<file path="config.mk">
export PLATFORM = sky130hd
export DESIGN_NAME = pipe_ctrl
export DESIGN_NICKNAME = d
export VERILOG_FILES = /design/src/rtl/pipe_ctrl.sv
export SDC_FILE = /design/constraint.sdc
export NUM_CORES = 1
export LEC_CHECK = 0
export BUFFER_PORTS_ARGS = -buffer_cell sky130_fd_sc_hd__buf_2
export CORE_ASPECT_RATIO = 0.7
export CORE_MARGIN = 2
export CORE_UTILIZATION = 52
export DETAILED_ROUTE_END_ITERATION = 10
export PLACE_DENSITY = 0.8
export SYNTH_ARGS = -nofsm -noshare
export SYNTH_HDL_FRONTEND = slang
export SYNTH_SLANG_ARGS = --single-unit
</file>
<file path="constraint.sdc">
create_clock -name clk -period 4.9 [get_ports clk]
set_clock_uncertainty 0.1 [all_clocks]
set_input_delay 0.735 -clock clk [delete_from_list [all_inputs] [get_ports clk]]
set_output_delay 0.735 -clock clk [all_outputs]
set_load 0.01 [all_outputs]
</file>
<file path="src/rtl/pipe_ctrl.sv">
// Pipeline hold/redirect controller: arbitrates stall requests into a hold level,
// issues PC redirects (deferring them while the bus is stalled), and runs a bus watchdog.
module pipe_ctrl #(
  parameter int FLUSH_CYCLES = 1,
  parameter int TIMEOUT      = 255
) (
  input  logic        clk,
  input  logic        rst,
  input  logic        jump_flag_i,
  input  logic [31:0] jump_addr_i,
  input  logic        int_assert_i,
  input  logic [31:0] int_addr_i,
  input  logic        hold_flag_ex_i,
  input  logic        load_use_i,
  input  logic        rib_hold_i,
  output logic [2:0]  hold_flag_o,
  output logic        jump_flag_o,
  output logic [31:0] jump_addr_o,
  output logic        bus_timeout_o,
  output logic [31:0] stall_cycles_o
);

  localparam logic [2:0] HOLD_NONE = 3'd0;
  localparam logic [2:0] HOLD_PC   = 3'd1;
  localparam logic [2:0] HOLD_IF   = 3'd2;
  localparam logic [2:0] HOLD_ID   = 3'd3;
  localparam logic [1:0] FCNT_INIT = (FLUSH_CYCLES > 0) ? 2'(FLUSH_CYCLES - 1) : 2'd0;
  localparam logic [7:0] WD_MAX    = 8'(TIMEOUT);

  typedef enum logic [1:0] {
    S_RUN   = 2'd0,
    S_PEND  = 2'd1,
    S_FLUSH = 2'd2
  } state_e;

  state_e      state_q, state_d;
  logic [1:0]  fcnt_q, fcnt_d;
  logic [31:0] pend_addr_q, pend_addr_d;
  logic [7:0]  wd_q, wd_d;
  logic [31:0] stall_q, stall_d;
  logic        issue_s;
  logic [31:0] issue_addr_s;
  logic [2:0]  hold_s;
  logic        redirect_s;
  logic [31:0] target_s;

  assign redirect_s = int_assert_i | jump_flag_i;
  assign target_s   = int_assert_i ? int_addr_i : jump_addr_i;

  // Redirect FSM: issue immediately when the bus is free, otherwise park the target
  always_comb begin
    state_d      = state_q;
    fcnt_d       = fcnt_q;
    pend_addr_d  = pend_addr_q;
    issue_s      = 1'b0;
    issue_addr_s = 32'd0;
    case (state_q)
      S_RUN, S_FLUSH: begin
        if (redirect_s) begin
          if (!rib_hold_i) begin
            issue_s      = 1'b1;
            issue_addr_s = target_s;
          end else begin
            pend_addr_d = target_s;
            state_d     = S_PEND;
          end
        end else if (state_q == S_FLUSH) begin
          if (fcnt_q == 2'd0) begin
            state_d = S_RUN;
          end else begin
            fcnt_d = fcnt_q - 2'd1;
          end
        end else begin
          state_d = S_RUN;
        end
      end
      S_PEND: begin
        // A late interrupt wins over the parked target; a late jump is dropped
        if (!rib_hold_i) begin
          issue_s      = 1'b1;
          issue_addr_s = int_assert_i ? int_addr_i : pend_addr_q;
        end else if (int_assert_i) begin
          pend_addr_d = int_addr_i;
        end else begin
          pend_addr_d = pend_addr_q;
        end
      end
      default: begin
        state_d = S_RUN;
        fcnt_d  = 2'd0;
      end
    endcase
    if (issue_s) begin
      state_d = (FLUSH_CYCLES > 0) ? S_FLUSH : S_RUN;
      fcnt_d  = FCNT_INIT;
    end else begin
      fcnt_d = fcnt_d;
    end
  end

  // Hold level is the highest-numbered active request
  always_comb begin
    hold_s = HOLD_NONE;
    if (jump_flag_i || int_assert_i || hold_flag_ex_i ||
        state_q == S_PEND || state_q == S_FLUSH) begin
      hold_s = HOLD_ID;
    end else if (load_use_i) begin
      hold_s = HOLD_IF;
    end else if (rib_hold_i) begin
      hold_s = HOLD_PC;
    end else begin
      hold_s = HOLD_NONE;
    end
  end

  // Watchdog saturates at the threshold so the pulse fires once per stall episode
  always_comb begin
    wd_d    = 8'd0;
    stall_d = stall_q + ((hold_s != HOLD_NONE) ? 32'd1 : 32'd0);
    if (rib_hold_i) begin
      wd_d = (wd_q == WD_MAX) ? wd_q : wd_q + 8'd1;
    end else begin
      wd_d = 8'd0;
    end
  end

  // State, pending target, watchdog and stall counter registers
  always_ff @(posedge clk or posedge rst) begin
    if (rst) begin
      state_q     <= S_RUN;
      fcnt_q      <= 2'd0;
      pend_addr_q <= 32'd0;
      wd_q        <= 8'd0;
      stall_q     <= 32'd0;
    end else begin
      state_q     <= state_d;
      fcnt_q      <= fcnt_d;
      pend_addr_q <= pend_addr_d;
      wd_q        <= wd_d;
      stall_q     <= stall_d;
    end
  end

  assign hold_flag_o    = rst ? HOLD_ID : hold_s;
  assign jump_flag_o    = issue_s & ~rst;
  assign jump_addr_o    = jump_flag_o ? issue_addr_s : 32'd0;
  assign bus_timeout_o  = ~rst & rib_hold_i & (wd_q == WD_MAX - 8'd1);
  assign stall_cycles_o = stall_q;

endmodule
</file>
==> qor.yml <==
start_util: 0.529
cts.sinks: 76
status: "complete, no violations"
cts_hold_buf: 0
overflow: 0
cts_inserted_buffers: 9
die_x_um: 114
first_global_vias: 3850
netlist.top_cell.by_area: "dfrtp_1"
maxCapViolCount: 0
nets: 657
rsz0062_at_grt: "no"
hpwl_um: 8240
setup_viol: 0
crit_path_start_kind: "input pin"
fin_area_sq_um: 5450
synth_flop_cell: "dfrtp_1"
grt_pass1_wl_um: 18900
final-hold-violation-count: 0
firstDrtPassIters: 6
grt_max_degree: 78
cts_tree: "done"
wire_per_inst_um: 17.5
final-max-slew-violation-count: 0
clk_pin_slew_ns: 0.06
ys_ff_latch: 76
setup_tns_ns: 0
max_slew.worst_pin.slew_ns: 0.974
first_iter_violations: 563
layout-drive-gt1-share: 0.299
netlist_area_sq_um: 4430
cp-end-kind: "output pin"
peakVddDrop_mv: 0.219
max_slew_margin: 0.351
clock_latency_ns: 0.34
antenna_found_initial: 0
viasPerCell: 6.31
ant_nets: 0
synth_nets: 542
synth_cell_types: 44
syn_area_per_cell_sq_um: 9.53
post_cts_buffers: 0
drt_wl_total_um: 12100
power-per-cell-area_nw_per_um2: 376
fp.coreArea_sq_um: 8370
die-height_um: 81.2
n_fill_cell: 720
synth_most_common_cell: "dfrtp_1"
path_class: "in -> out"
clock.fmax_mhz: 291
dpl_cell_area_sq_um: 5100
track_usage: 0.258
gp_congestion: 0.843
hold_path.class: "reg -> reg"
synth-seq-area-share: 0.429
htree_levels: 3
route.detailed.drc: 0
synth-edff-count: 0
cts_root_buf: "clkbuf_16"
period_needed_ns: 3.43
portBuffers: 138
yosysWarnings: 0
clock_path_buffers: 2
critPathRequiredTime_ns: 4.07
dieArea_sq_um: 9280
hold_slack_ns: 0.373
ys_async_sr_fraction: 1.00
post_cts_resized: 0
worstPathArrival_ns: 2.60
synthToLayoutAreaGrowth_pct: 23.1
synthTopCellsByCount: "dfrtp_1 (76), o22ai_1 (49), nand2_1 (42), a211oi_1 (36), a21oi_1 (35)"
period_share: 0.700
via_count: 4355
synth_area_leaders: "dfrtp_1 (43%), o22ai_1 (6.9%), a221oi_1 (6.3%)"
crit_fanout: 19
synthCells: 465
num_io_pins: 140
num_rows: 28
yosysTopAreaCellShare: 0.429
total_leakage_power_nw: 2.48
antenna_cells: 0
-- final timing paths --
check	start	to	slack (ns)	cells past startpoint
max	int_assert_i	jump_addr_o[19]	1.47	7
min	stall_cycles_o[31]	stall_cycles_o[31]	0.37	1
max reg2reg	state_q[0]	stall_cycles_o[31]	2.07	9
min reg2reg	stall_cycles_o[31]	stall_cycles_o[31]	0.37	1
max in group asynchronous	rst	pend_addr_q[29]	3.42	3
min in group asynchronous	rst	wd_q[5]	0.62	3
-- state kept, by name, summed over array words and instances, names as in the netlist --
| name | count |
|---|---|
| pend_addr_q | 32 |
| stall_cycles_o | 32 |
| wd_q | 8 |
| fcnt_q | 2 |
| state_q | 2 |
-- routing by layer --
metal	vias up	wire length (um)	global-route usage
met3	18	924	0.0657
met2	209	5720	0.402
li1	2033	-	-
met1	2095	5250	0.360
met5	-	0	0
met4	0	158	0.0732
-- cell usage in the layout (no fill, tap or decap), types with 2 or more instances in the layout --
master / instances
a211oi_1: 36
a21oi_1: 35
a221oi_1: 32
a31oi_1: 4
and3_1: 11
and4_1: 4
buf_2: 138
buf_4: 6
bufinv_16: 3
clkbuf_16: 9
clkinv_2: 2
dfrtp_1: 76
ha_1: 6
inv_1: 7
mux2i_1: 2
nand2_1: 42
nand2b_1: 2
nand3_1: 18
nand4_1: 13
nor2_1: 14
nor3_1: 7
nor4_2: 2
nor4_4: 2
o21ai_0: 4
o22ai_1: 49
o2bb2ai_1: 8
or3_1: 2
xnor2_1: 28
xor2_1: 4
-- worst max-delay path, stage by stage --
cell      delay [ns]
buf_2           0.25
nor2_2          0.12
o21ai_4         0.14
nand3_1         0.47
buf_4           0.41
a211oi_1        0.26
buf_2           0.19
-- cells by family (layout without fill, tap and decap cells) --
group                    after synthesis  count (layout)  share of synthesized area
buffers and inverters                 50             170                     0.0542
multiplexers                           2               2                    0.00452
XOR/XNOR                              32              32                     0.0633
other                                  1               1                   0.000847
adder cells (fa/ha/maj)                6               6                     0.0169
AND/OR/NAND/NOR                      124             124                      0.155
AO/OA/AOI/OAI                        174             174                      0.276
flip-flops                            76              76                      0.429
-- report_power, final --
part	total (mW)	internal (mW)	switching, mW
clock	0.772	0.511	0.261
combinational	0.443	0.184	0.259
sequential	0.835	0.729	0.106
-- metrics by stage --
step	util	setup WS (ns)	instances	total power, mW
global placement	0.609	1.66	674	1.26
floorplan	-	0.702	465	1.13
global route	0.651	1.33	690	2.15
CTS	0.651	1.53	690	2.05
finish	0.651	1.47	690	2.05
detailed placement	0.609	1.54	674	1.28
-- cell type report --
cell class,instances,area (sq um),share of cell area
Inverter,10,41.3,0.00758
Sequential cell,76,1900,0.349
Multi-Input combinational cell,339,2290,0.420
Timing Repair Buffer,144,736,0.135
Tap cell,105,131,0.0241
Clock buffer,10,239,0.0438
Clock inverter,6,111,0.0204
Note: power is estimated with default switching activity, not from simulation.
